`src/rtl/calendar_pkg.sv`:
```
// Calendar constants and helpers shared by the date stage.
// Field encodings, month names and month-length arithmetic.
package calendar_pkg;

  typedef enum logic [1:0] {
    FLD_DAY   = 2'd0,
    FLD_MONTH = 2'd1,
    FLD_YEAR  = 2'd2
  } field_t;

  localparam logic [3:0] FEB = 4'd2;
  localparam logic [3:0] DEC = 4'd12;

  function automatic logic is_leap(
    input logic [15:0] y
  );
    return (y % 16'd4 == 16'd0) &&
           ((y % 16'd100 != 16'd0) ||
            (y % 16'd400 == 16'd0));
  endfunction

  function automatic logic [4:0] days_in_month(
    input logic [3:0] m,
    input logic       leap
  );
    logic [4:0] d;
    d = 5'd31;
    unique case (m)
      4'd4, 4'd6, 4'd9, 4'd11: d = 5'd30;
      FEB:     d = leap ? 5'd29 : 5'd28;
      default: d = 5'd31;
    endcase
    return d;
  endfunction

endpackage

```
`src/rtl/month_length.sv`:
```
// Combinational days-in-month lookup for a given month and year.
// Gregorian leap rule applied to the full year value.
module month_length
  import calendar_pkg::*;
#(
  parameter int YEAR_BITS = 12
) (
  input  logic [3:0]           month,
  input  logic [YEAR_BITS-1:0] year,
  output logic [4:0]           dim
);

  logic [15:0] y16;

  assign y16 = 16'(year);
  assign dim = days_in_month(month, is_leap(y16));

endmodule

```
`src/rtl/date_counter.sv`:
```
// Day/month/year stage fed by the hour counter's day carry.
// Set mode edits one field at a time with clamp on month/year.
module date_counter
  import calendar_pkg::*;
#(
  parameter int YEAR_MIN  = 2000,
  parameter int YEAR_MAX  = 2099,
  parameter int YEAR_BITS = $clog2(YEAR_MAX+1)
) (
  input  logic                 clock,
  input  logic                 reset,
  input  logic                 tick,
  input  logic                 set,
  input  logic                 sel_next,
  input  logic                 inc,
  output logic [4:0]           day,
  output logic [3:0]           month,
  output logic [YEAR_BITS-1:0] year,
  output logic [1:0]           field,
  output logic                 year_carry
);

  localparam logic [YEAR_BITS-1:0] YMIN =
    YEAR_BITS'(YEAR_MIN);
  localparam logic [YEAR_BITS-1:0] YMAX =
    YEAR_BITS'(YEAR_MAX);

  logic [4:0]           day_q, day_d;
  logic [3:0]           month_q, month_d;
  logic [YEAR_BITS-1:0] year_q, year_d;
  field_t               fld_q, fld_d;
  logic                 carry_q, carry_d;

  logic [3:0]           month_nx, cl_month;
  logic [YEAR_BITS-1:0] year_nx, cl_year;
  logic [4:0]           dim_cur, dim_clamp;

  assign month_nx = (month_q == DEC) ?
                    4'd1 : month_q + 4'd1;
  assign year_nx  = (year_q == YMAX) ?
                    YMIN : year_q + YEAR_BITS'(1);

  // Month/year as they will be after a set-mode inc
  assign cl_month = (fld_q == FLD_MONTH) ?
                    month_nx : month_q;
  assign cl_year  = (fld_q == FLD_YEAR) ?
                    year_nx : year_q;

  month_length #(.YEAR_BITS(YEAR_BITS)) u_cur (
    .month (month_q),
    .year  (year_q),
    .dim   (dim_cur)
  );

  month_length #(.YEAR_BITS(YEAR_BITS)) u_clamp (
    .month (cl_month),
    .year  (cl_year),
    .dim   (dim_clamp)
  );

  always_ff @(posedge clock or negedge reset) begin
    if (!reset) begin
      day_q   <= 5'd1;
      month_q <= 4'd1;
      year_q  <= YMIN;
      fld_q   <= FLD_DAY;
      carry_q <= 1'b0;
    end else begin
      day_q   <= day_d;
      month_q <= month_d;
      year_q  <= year_d;
      fld_q   <= fld_d;
      carry_q <= carry_d;
    end
  end

  always_comb begin
    day_d   = day_q;
    month_d = month_q;
    year_d  = year_q;
    fld_d   = fld_q;
    carry_d = 1'b0;
    if (set) begin
      if (inc) begin
        unique case (1'b1)
          (fld_q == FLD_DAY):
            day_d = (day_q >= dim_cur) ?
                    5'd1 : day_q + 5'd1;
          (fld_q == FLD_MONTH): month_d = month_nx;
          (fld_q == FLD_YEAR):  year_d  = year_nx;
          default: ;
        endcase
        if (fld_q != FLD_DAY && day_q > dim_clamp)
          day_d = dim_clamp;
      end
      if (sel_next) begin
        unique case (fld_q)
          FLD_DAY:   fld_d = FLD_MONTH;
          FLD_MONTH: fld_d = FLD_YEAR;
          default:   fld_d = FLD_DAY;
        endcase
      end
    end else if (tick) begin
      if (day_q < dim_cur) begin
        day_d = day_q + 5'd1;
      end else begin
        day_d   = 5'd1;
        month_d = month_nx;
        if (month_q == DEC) begin
          year_d  = year_nx;
          carry_d = (year_q == YMAX);
        end
      end
    end
  end

  assign day        = day_q;
  assign month      = month_q;
  assign year       = year_q;
  assign field      = fld_q;
  assign year_carry = carry_q;

endmodule

```
`config.mk`:
```
export PLATFORM = sky130hd
export DESIGN_NAME = date_counter
export DESIGN_NICKNAME = d
export VERILOG_FILES = /design/src/rtl/calendar_pkg.sv /design/src/rtl/month_length.sv /design/src/rtl/date_counter.sv
export SDC_FILE = /design/constraint.sdc
export NUM_CORES = 1
export LEC_CHECK = 0
export ABC_CLOCK_PERIOD_IN_PS = 7150
export BUFFER_PORTS_ARGS = -buffer_cell sky130_fd_sc_hd__buf_2
export CAP_MARGIN = 10
export CORE_ASPECT_RATIO = 1.75
export CORE_MARGIN = 5
export CORE_UTILIZATION = 50
export CTS_CLUSTER_DIAMETER = 120
export DETAILED_ROUTE_END_ITERATION = 7
export HOLD_SLACK_MARGIN = 0.03
export PLACE_DENSITY = 0.68
export SLEW_MARGIN = 20
export SYNTH_ARGS = -nofsm -noshare
export SYNTH_HDL_FRONTEND = slang
export SYNTH_SLANG_ARGS = --single-unit
export TNS_END_PERCENT = 50
```
`constraint.sdc`:
```
create_clock -name clock -period 7.15 [get_ports clock]
set_clock_uncertainty 0.1 [all_clocks]
set_input_delay 0.3575 -clock clock [delete_from_list [all_inputs] [get_ports clock]]
set_output_delay 0.3575 -clock clock [all_outputs]
set_load 0.01 [all_outputs]
```
==> summary.md, run 1 <==
| Metric | Value |
|---|---|
| Seq/Total Area, Yosys | `between 15 and 20%` |
| Async S/R FF share, synth | `between 90% and 100%` |
| Detailed-route wire length per cell | `about 18 um` |
| Area Growth Syn to Fin | `8.517%` |
| Root Buffer | `clkbuf_16` |
| Clk_lat worst skew | `0.26 ns` |
| Final Util | `a little under three fifths` |
| Reg-to-reg critical path endpoint | `day[4]` |
| Synth warn | `0` |
| Final WS setup | `0.4730 ns` |
| Critical R2R Launch | `year[0]` |
| First-pass DRT Iterations | `5` |
| Clk buf depth | `2` |
| Top Ports | `30` |
| Seq cells post-synth | `24` |
| P_int | `~0.00056 W` |
| Critical Path Start Type | `flop` |
| CP endpoint kind | `flop` |
| Total CTS buffers | `3` |
| RSZ-0062 raised after global routing | `no` |
| Worst-path fanout max | `13` |
| Reg2Reg Depth | `25` |
| Status | `finished, final reports clean` |
| Synthesized area | `roughly 0.0037 mm^2` |
| Die H | `approximately 120 um` |
| Pwr dens | `about 280 mW/mm^2` |
| Initial Util | `between 50% and 60%` |
| Hold WC Path Type | `in2reg` |
| Worst IR Drop VDD | `around 0.23 mV` |
| Worst-Margin Slew | `between 0.7 and 0.8 ns` |
| WP data required | `7.20 ns` |
| Hold depth | `3` |
| Commonest non-fill, non-tap cells in the layout | `45 x nand2_1, 42 x nor2_1, 37 x o21ai_0` |
| Syn Nets | `between 500 and 600` |
| Total Wirelength | `about 11000 um` |
| All-Layer GR Usage | `23.04%` |
| GPL Wtd Cong | `roughly 0.92` |
| N_diodes | `0` |
| TritonCTS clock tree | `built` |
| Relative slew slack | `~50%` |
| Fill cell count | `727` |
| Clock transition at the registers of the reported paths | `around 0.060 ns` |
| DR vias | `roughly 4.0k` |
| DRT antenna net count | `0` |
| Vias per cell | `between 6 and 7` |
| Full die area | `0.009391 mm^2` |
| Final setup TNS | `0 ns` |
| CORE AREA | `approximately 0.0073 mm^2` |
| Post-Place Worst Slack | `around 0.3 ns` |
| GRT overflow | `0` |
| H-tree depth | `1` |
| Sw Pwr | `0.0005624 W` |
| Fin crit period | `approximately 6.7 ns` |
| FF-to-FF setup slack | `around 0.47 ns` |
| Hold Violations, Final | `0` |
| Share of cells above drive strength 1 | `between 20% and 30%` |
| F_max | `roughly 150 MHz` |
| Final hold slack | `0.3167 ns` |
| Nets | `around 530` |
| Sequential power share | `27.5%` |
| First-pass GRT wire length | `between 15000 and 20000 um` |
| Switch share | `between 50 and 60%` |
| Library cells used by synthesis | `between 90 and 100` |
| Row Count | `41` |
| Cell count after synthesis | `just under 500` |
| Initial antenna violation count | `0` |
| Most common cell after layout, fill and taps aside | `nand2_1` |
| Power share of the clock group | `between 10% and 20%` |
| Clock net sink count | `24` |
| Final setup fails | `0` |
| Port buffer count | `29` |
| Crit share post-route | `about 93%` |
| Mapped Avg Cell Area | `about 7.5 um^2` |
| DR iter-0 viols | `335` |
| DRC | `0` |
| HP Start | `sel_next` |
| Worst Hold Path EP | `field[1]` |
| Worst EP arrival | `roughly 6.7 ns` |
| Vias in the first global route | `a little under 4k` |
| Max cap viols | `0` |
| Leak | `~1.6 nW` |
| Post-DP HPWL | `8164 um` |
| Chip Width | `about 75 um` |
| Final Max Tran Viols | `0` |
| Post-synth EDFFs | `0` |
| Setup CP Type | `reg2reg` |
| Gate power share | `60.4%` |
| Largest net degree at the start of global routing | `25` |
| Synth Flop Type | `dfrtp_1` |
-- routing by layer --
metal / wire [um] / vias up / share of wire, % / GRT usage (%)
met5: 0 / - / 0 / 0
met1: 4268 / 1915 / 39 / 27.30
met3: 474 / 37 / 4.4 / 2.181
met4: 413 / 0 / 3.8 / 11.53
li1: - / 1927 / - / -
met2: 5719 / 129 / 53 / 39.43
-- critical path: stages (launching register included) --
cell and delay [ns]:
dfrtp_1 0.51, ha_2 0.33, nand4b_1 0.19, or4_4 0.66
and2_4 0.22, o31ai_2 0.47, o21ai_2 0.15, a32oi_4 0.32
o21bai_1 0.21, o21ba_2 0.23, o211a_4 0.20, o21a_1 0.19
nor2_1 0.07, or4_1 0.58, a211oi_2 0.19, o21ai_0 0.14
and2_1 0.19, ha_1 0.29, a21o_1 0.18, nor3_2 0.23
o21bai_1 0.12, nand2_1 0.22, nand2_1 0.15, a31o_2 0.23
a21oi_1 0.14, nor2_1 0.06
-- worst max path at each step --
stage / from / endpoint / depth (start not counted)
2_1_floorplan: year[8] / year[6] / 25
4_1_cts: year[0] / day[4] / 24
5_1_grt: year[0] / day[4] / 25
3_5_place_dp: year[0] / day[4] / 24
3_3_place_gp: year[0] / day[4] / 26
6_report: year[0] / day[4] / 25
-- stage by stage --
stage,power (W),area [um^2],cells
finish,0.001122,4065,595
global route,0.001221,4065,595
CTS,0.001113,4008,593
detailed placement,0.0009623,3909,588
global placement,0.0009535,3909,588
floorplan,0.0007753,3746,497
-- final cells by class --
type	instances	area, um^2	share of cell area [%]
clock buffer	4	88.84	2.185
sequential	24	610.6	15.02
inverter	12	45.04	1.108
timing repair buffer	38	215.2	5.294
tap	86	107.6	2.647
multi-input combinational	431	2998	73.75
-- registers in the layout (all words and copies together) (netlist names) --
register    count
year_carry      1
field           2
day             5
year           12
month           4
-- power groups by stage --
| stage | clock [W] | sequential (W) | combinational [W] |
|---|---|---|---|
| 2_1_floorplan | 0 | 0.000262 | 0.000513 |
| 3_3_place_gp | 0 | 0.000306 | 0.000648 |
| 3_5_place_dp | 0 | 0.000306 | 0.000656 |
| 4_1_cts | 0.000140 | 0.000305 | 0.000667 |
| 5_1_grt | 0.000145 | 0.000321 | 0.000756 |
| 6_report | 0.000136 | 0.000308 | 0.000678 |
-- cell families after synthesis --
logic type / share of synthesized area [%]
DFF: 16.30
buffers and inverters: 5.010
AOI/OAI and AO/OA: 37.68
xor gates and xnor gates: 3.273
muxes: 5.244
and+or+nand+nor: 27.76
adders and majority gates: 4.743
-- cell usage after synthesis, types with 8 or more instances --
master    instances  area share (%)
nand3_1          20             2.7
nor2_1           42             4.2
a31oi_1           8             1.3
xnor2_1           8             1.9
ha_1             11             3.7
nand2_1          45             4.5
o21ai_1          10             1.3
a21oi_1          32             4.3
clkbuf_1         19             1.9
inv_1            11             1.1
nor3_1            9             1.2
dfstp_2           8             5.6
o21ai_0          38             5.1
dfrtp_1          16              11
nand2b_1          9             1.5
nand4_1           9             1.5
-- repair_timing --
| action | in CTS | in global routing |
|---|---|---|
| hold buffers | 1 | 0 |
| endpoints found under the hold margin | 16 | 0 |
| gates resized for setup | 0 | 7 |
| setup endpoints to repair | 0 | 4 |
| buffers inserted | 0 | 1 |
(Power assumes the default switching activity.)
==> run 2, diff against run 1 <==
CORE_UTILIZATION = 35   (was 50)
GPL_TIMING_DRIVEN = 0   (was default)
PLACE_DENSITY = default   (was 0.68)
==> summary.md, run 2 (synthesis gave the netlist of run 1 again) <==
| Metric | Value |
|---|---|
| Chip Width | `88.21 um (was 75.43 um)` |
| Die H | `146.9 um (was 124.5 um)` |
| Clk_lat worst skew | `0.27 ns (was 0.26 ns)` |
| DR iter-0 viols | `228 (was 335)` |
| Largest net degree at the start of global routing | `25 (unchanged)` |
| Initial Util | `35.43% (was 51.43%)` |
| CP endpoint kind | `flop (unchanged)` |
| All-Layer GR Usage | `17.41% (was 23.04%)` |
| Placed Area | `0.004054 mm^2 (was 0.003909 mm^2)` |
| Pwr dens | `269.7 mW/mm^2 (was 276.0 mW/mm^2)` |
| CORE AREA | `0.01057 mm^2 (was 0.007284 mm^2)` |
| Final hold slack | `0.3034 ns (was 0.3167 ns)` |
| Area Growth Syn to Fin | `11.82% (was 8.517%)` |
| Initial antenna violation count | `0 (unchanged)` |
| Final setup fails | `0 (unchanged)` |
| Worst setup path startpoint | `year[4] (was year[0])` |
| Worst-path fanout max | `10 (was 13)` |
| Non-Filler Instances | `661 (was 595)` |
| First-pass GRT wire length | `18530 um (was 17870 um)` |
| Clock transition at the registers of the reported paths | `0.07 ns (was 0.06 ns)` |
| Critical R2R Launch | `year[4] (was year[0])` |
| Most common cell after layout, fill and taps aside | `nand2_1 (unchanged)` |
| Number of flip-flops in the largest register | `12 (unchanged)` |
| Full die area | `0.01295 mm^2 (was 0.009391 mm^2)` |
| RSZ-0062 raised after global routing | `no (unchanged)` |
| Status | `finished, final reports clean (unchanged)` |
| Relative slew slack | `50.91% (was 50.10%)` |
| H-tree depth | `1 (unchanged)` |
| Worst-Margin Slew | `0.7338 ns (was 0.7369 ns)` |
| Final setup TNS | `0 ns (unchanged)` |
| First-pass DRT Iterations | `6 (was 5)` |
| Commonest non-fill, non-tap cells in the layout | `45 x nand2_1, 42 x nor2_1, 38 x o21ai_0 (was 45 x nand2_1, 42 x nor2_1, 37 x o21ai_0)` |
| Top Ports | `30 (unchanged)` |
| Setup CP Type | `reg2reg (unchanged)` |
| Final Util | `39.62% (was 55.81%)` |
| Hold WC Path Type | `in2reg (unchanged)` |
| Final Cell Area | `0.004189 mm^2 (was 0.004065 mm^2)` |
| Crit share post-route | `93.04% (was 93.38%)` |
| DRT antenna net count | `0 (unchanged)` |
| Worst EP arrival | `6.72 ns (was 6.73 ns)` |
| Root Buffer | `clkbuf_16 (unchanged)` |
| Critical Path Start Type | `flop (unchanged)` |
| Hold Violations, Final | `0 (unchanged)` |
| Port buffer count | `29 (unchanged)` |
| Total Wirelength | `11440 um (was 10880 um)` |
| WP data required | `7.21 ns (was 7.20 ns)` |
| Leak | `1.663 nW (was 1.620 nW)` |
| Final Max Tran Viols | `0 (unchanged)` |
| F_max | `150.3 MHz (was 149.8 MHz)` |
| N_diodes | `0 (unchanged)` |
| GRT overflow | `0 (unchanged)` |
| FF-to-FF setup slack | `0.50 ns (was 0.47 ns)` |
| Worst Setup EP | `day[4] (unchanged)` |
| GPL Wtd Cong | `0.9117 (was 0.9174)` |
| Reg2Reg Depth | `27 (was 25)` |
| Max cap viols | `0 (unchanged)` |
| TritonCTS clock tree | `built (unchanged)` |
| Nets | `549 (was 527)` |
| Detailed-route wire length per cell | `17.30 um (was 18.28 um)` |
| Share of cells above drive strength 1 | `19.59% (was 20.04%)` |
| Clk buf depth | `2 (unchanged)` |
| Clock net sink count | `24 (unchanged)` |
| Vias per cell | `6.183 (was 6.736)` |
| Total CTS buffers | `3 (unchanged)` |
| Cell count after placement | `656 (was 588)` |
| Reg-to-reg critical path endpoint | `day[4] (unchanged)` |
| Row Count | `50 (was 41)` |
| Fill cell count | `1105 (was 727)` |
| Vias in the first global route | `3898 (was 3842)` |
| Worst IR Drop VDD | `0.2277 mV (was 0.2290 mV)` |
| Post-DP HPWL | `8838 um (was 8164 um)` |
| DR vias | `4087 (was 4008)` |
| Fin crit period | `6.652 ns (was 6.677 ns)` |
| DRC | `0 (unchanged)` |
==> run 2: per-layer routing <==
metal	global-route usage [%]	share of wire [%]	wire, um
met1	19.53	39	4504
met2	32.65	54	6144
met3	1.627	3.9	450
met4	6.430	3.0	339
met5	0	0	0
==> run 2: worst min-delay path by stage <==
stage / startpoint / to / slack (ns) / depth (start not counted)
4_1_cts: sel_next / field[1] / 0.30 / 3
5_1_grt: sel_next / field[1] / 0.34 / 3
6_report: sel_next / field[1] / 0.30 / 3
2_1_floorplan: reset / day[1] / -0.04 / 0
3_5_place_dp: reset / day[4] / 0.30 / 1
3_3_place_gp: reset / day[4] / 0.29 / 1
==> run 2: cell type report <==
cell class                      count  area, um^2  share of cell area, %
Sequential cell                    24       610.6                  14.58
Timing Repair Buffer               31       162.7                  3.883
Clock buffer                        4       88.84                  2.121
Buffer                             30       141.4                  3.375
Multi-Input combinational cell    430        2978                  71.09
Tap cell                          130       162.7                  3.883
Inverter                           12       45.04                  1.075
==> run 2: power breakdown <==
| part | internal (W) | switching (W) |
|---|---|---|
| sequential | 0.000189 | 0.0000677 |
| clock | 0.0000860 | 0.0000577 |
| combinational | 0.000287 | 0.000443 |
==> run 2: worst max-delay path, stage by stage, from the launching register on <==
cell and delay (ns):
dfstp_2 0.53, clkbuf_1 0.35, nand4b_1 0.27, or4_4 0.59, buf_6 0.18, nand2_2 0.09
a22oi_1 0.16, clkbuf_1 0.27, nand3_1 0.14, a31oi_2 0.14, nor3_2 0.37, o21ai_2 0.11
a22oi_2 0.29, o21a_1 0.26, nor2_1 0.08, or4_1 0.58, a211oi_2 0.19, o21ai_0 0.13
and2_1 0.17, ha_1 0.26, a21o_1 0.17, nor3_2 0.23, o21bai_1 0.12, nand2_1 0.21
nand2_1 0.14, a31o_2 0.23, a21oi_1 0.13, nor2_1 0.05
==> run 2: stage by stage <==
| stage | setup slack (ns) | total power [W] |
|---|---|---|
| 6_report | 0.4979 | 0.001130 |
| 5_1_grt | 0.04460 | 0.001233 |
| 4_1_cts | 0.1171 | 0.001121 |
| 3_5_place_dp | -0.1194 | 0.0009711 |
| 3_3_place_gp | 0.04095 | 0.0009579 |
| 2_1_floorplan | 1.054 | 0.0007753 |
==> run 2: what timing repair did <==
| item | 4_1_cts | 5_1_grt |
|---|---|---|
| hold buffers | 1 | 0 |
| pin swaps | 0 | 1 |
| setup endpoints to repair | 3 | 10 |
| resized for setup | 1 | 9 |
| endpoints found under the hold margin | 16 | 0 |
| buffers inserted | 0 | 1 |
==> run 3, diff against run 2 <==
ABC_AREA = 1   (was default)
CTS_CLUSTER_DIAMETER = 40   (was 120)
==> summary.md, run 3 <==
| Metric | Value |
|---|---|
| Crit share post-route | `88.48% (was 93.04%)` |
| Fill cell count | `1176 (was 1105)` |
| Synth area leaders | `nand2_1 18%, dfrtp_1 11%, nand3_1 9.5% (was dfrtp_1 11%, dfstp_2 5.6%, o21ai_0 5.1%)` |
| N_diodes | `0 (unchanged)` |
| Detailed-route wire length per cell | `13.76 um (was 17.30 um)` |
| Worst EP arrival | `6.41 ns (was 6.72 ns)` |
| Initial antenna violation count | `0 (unchanged)` |
| Worst-Margin Slew | `0.9756 ns (was 0.7338 ns)` |
| Chip Width | `88.08 um (was 88.21 um)` |
| Nets | `672 (was 549)` |
| Commonest non-fill, non-tap cells in the layout | `184 x nand2_1, 71 x nand3_1, 61 x inv_1 (was 45 x nand2_1, 42 x nor2_1, 38 x o21ai_0)` |
| Setup CP Type | `reg2reg (unchanged)` |
| All-Layer GR Usage | `16.66% (was 17.41%)` |
| First-pass DRT Iterations | `4 (was 6)` |
| Synth warn | `0 (unchanged)` |
| Hold_buf cts | `1 (unchanged)` |
| Share of cells above drive strength 1 | `20.95% (was 19.59%)` |
| Final Max Tran Viols | `0 (unchanged)` |
| Status | `finished, final reports clean (unchanged)` |
| Layer with the highest usage | `met2 (unchanged)` |
| CORE AREA | `0.01057 mm^2 (unchanged)` |
| Clk buf depth | `2 (unchanged)` |
| Final Util | `39.27% (was 39.62%)` |
| Seq cells post-synth | `24 (unchanged)` |
| Syn Nets | `638 (was 514)` |
| F_max | `158.1 MHz (was 150.3 MHz)` |
| Fin crit period | `6.326 ns (was 6.652 ns)` |
| Final setup fails | `0 (unchanged)` |
| Number of flip-flops in the largest register | `12 (unchanged)` |
| Post-synth EDFFs | `0 (unchanged)` |
| Clock transition at the registers of the reported paths | `0.07 ns (about the same)` |
| Worst-path fanout max | `10 (unchanged)` |
| Row Count | `50 (unchanged)` |
| TritonCTS clock tree | `built (unchanged)` |
| Most common cell in the netlist | `nand2_1 (unchanged)` |
| DRT antenna net count | `0 (unchanged)` |
| Area Growth Syn to Fin | `11.19% (was 11.82%)` |
| H-tree depth | `1 (unchanged)` |
| GPL Wtd Cong | `0.8973 (was 0.9117)` |
| Async S/R FF share, synth | `100.0% (unchanged)` |
| Synthesized area | `0.003734 mm^2 (was 0.003746 mm^2)` |
| CP endpoint kind | `flop (unchanged)` |
| Library cells used by synthesis | `47 (was 98)` |
| Clk_lat worst skew | `0.26 ns (was 0.27 ns)` |
| Most common cell after layout, fill and taps aside | `nand2_1 (unchanged)` |
| Final setup TNS | `0 ns (unchanged)` |
| WP data required | `7.23 ns (was 7.21 ns)` |
| Mapped Avg Cell Area | `6.012 um^2 (was 7.537 um^2)` |
| Post-cts sizing count | `0 (was 1)` |
| Total Wirelength | `10790 um (was 11440 um)` |
| Top cell type's share of synthesized area | `18.50% (was 10.69%)` |
| Cell count after synthesis | `621 (was 497)` |
| Vias in the first global route | `4114 (was 3898)` |
| Initial Util | `35.31% (was 35.43%)` |
| Hold WC Path Type | `in2reg (unchanged)` |
| Relative slew slack | `34.27% (was 50.91%)` |
| Vias per cell | `5.325 (was 6.183)` |
| Port buffer count | `28 (was 29)` |
| First-pass GRT wire length | `17960 um (was 18530 um)` |
| DRC | `0 (unchanged)` |
| Clock net sink count | `24 (unchanged)` |
| Area of the multi-input gates | `0.002755 mm^2 (was 0.002978 mm^2)` |
| Max cap viols | `0 (unchanged)` |
| GRT overflow | `0 (unchanged)` |
| Total CTS buffers | `3 (unchanged)` |
| DR iter-0 viols | `164 (was 228)` |
| GR met3 Demand/Resource | `0.9599% (was 1.627%)` |
| Seq. cell area | `610.6 um^2 (unchanged)` |
| Post-DP HPWL | `9011 um (was 8838 um)` |
| Full die area | `0.01291 mm^2 (was 0.01295 mm^2)` |
| Top Ports | `30 (unchanged)` |
| DR vias | `4175 (was 4087)` |
| Most used cell, CP | `nand2_1` |
| Global Route met2 Usage | `34.14% (was 32.65%)` |
| Seq/Total Area, Yosys | `16.35% (was 16.30%)` |
| Root Buffer | `clkbuf_16 (unchanged)` |
| Synth area leader | `nand2_1 (was dfrtp_1)` |
| Largest net degree at the start of global routing | `25 (unchanged)` |
| CP max stage cell | `dfstp_2 (was or4_4)` |
| Met1 usage | `16.44% (was 19.53%)` |
| Synth Flop Type | `dfrtp_1 (unchanged)` |
| Synth top cells by count | `184 x nand2_1, 71 x nand3_1, 61 x inv_1, 44 x nor2_1, 42 x o21ai_0 (was 45 x nand2_1, 42 x nor2_1, 38 x o21ai_0, 32 x a21oi_1, 20 x nand3_1)` |
| Critical Path Start Type | `flop (unchanged)` |
| Hold Violations, Final | `0 (unchanged)` |
| RSZ-0062 raised after global routing | `no (unchanged)` |
| Postcts setup bufs | `0 (unchanged)` |
| Max incr delay on CP | `0.62 ns (was 0.59 ns)` |
| Die H | `146.6 um (was 146.9 um)` |
-- run 3: per-layer routing --
metal | share of wire (%) | up-vias
li1 | - | 2106
met1 | 36 | 1971
met2 | 58 | 72
met3 | 2.8 | 26
met4 | 2.8 | 0
met5 | 0 | -
-- run 3: worst paths after layout --
kind | startpoint | to | slack, ns | cells past startpoint
max | year[7] | year[3] | 0.82 | 46
max reg2reg | year[7] | year[3] | 0.82 | 46
min | tick | year_carry | 0.28 | 3
min in group asynchronous | reset | day[4] | 0.54 | 2
min reg2reg | day[0] | day[0] | 0.41 | 2
max in group asynchronous | reset | month[1] | 6.03 | 2
-- run 3: cell families after synthesis --
family                   share of synthesized area (%)
AND/OR/NAND/NOR                                  52.81
AO/OA/AOI/OAI                                    14.71
buffers and inverters                            9.852
adder cells (fa/ha/maj)                          3.686
flip-flops                                       16.35
XOR/XNOR                                         2.581
-- run 3: final cells by class --
class	instances	area share [%]
well taps	130	3.918
repair buffers	29	3.617
clock buffers	3	1.808
clock inverters	1	0.7233
plain buffers	11	1.356
flip-flops and latches	24	14.71
multi-input cells	503	66.37
inverters	83	7.505
-- run 3: stage by stage --
step	hold slack, ns	cells	instance area [um^2]	setup WS [ns]
2_1_floorplan	-0.03809	621	3734	1.898
3_3_place_gp	0.2886	779	4036	1.010
3_5_place_dp	0.2968	779	4036	0.8252
4_1_cts	0.2827	784	4151	0.7838
5_1_grt	0.3174	784	4151	0.08095
6_report	0.2819	784	4151	0.8237
-- run 3: critical path: cells and delay by family, from the launching register on --
| family | cells | cell delay [ns] |
|---|---|---|
| AOI/OAI and AO/OA | 7 | 1.08 |
| adders and majority gates | 1 | 0.19 |
| and+or+nand+nor | 30 | 3.07 |
| DFF | 1 | 0.62 |
| buffers and inverters | 7 | 0.91 |
| xor gates and xnor gates | 1 | 0.27 |
Power of run 3 is left out: the tool's default activity adds up to more than one toggle a clock period on the data nets, which glitch-free logic cannot reach.
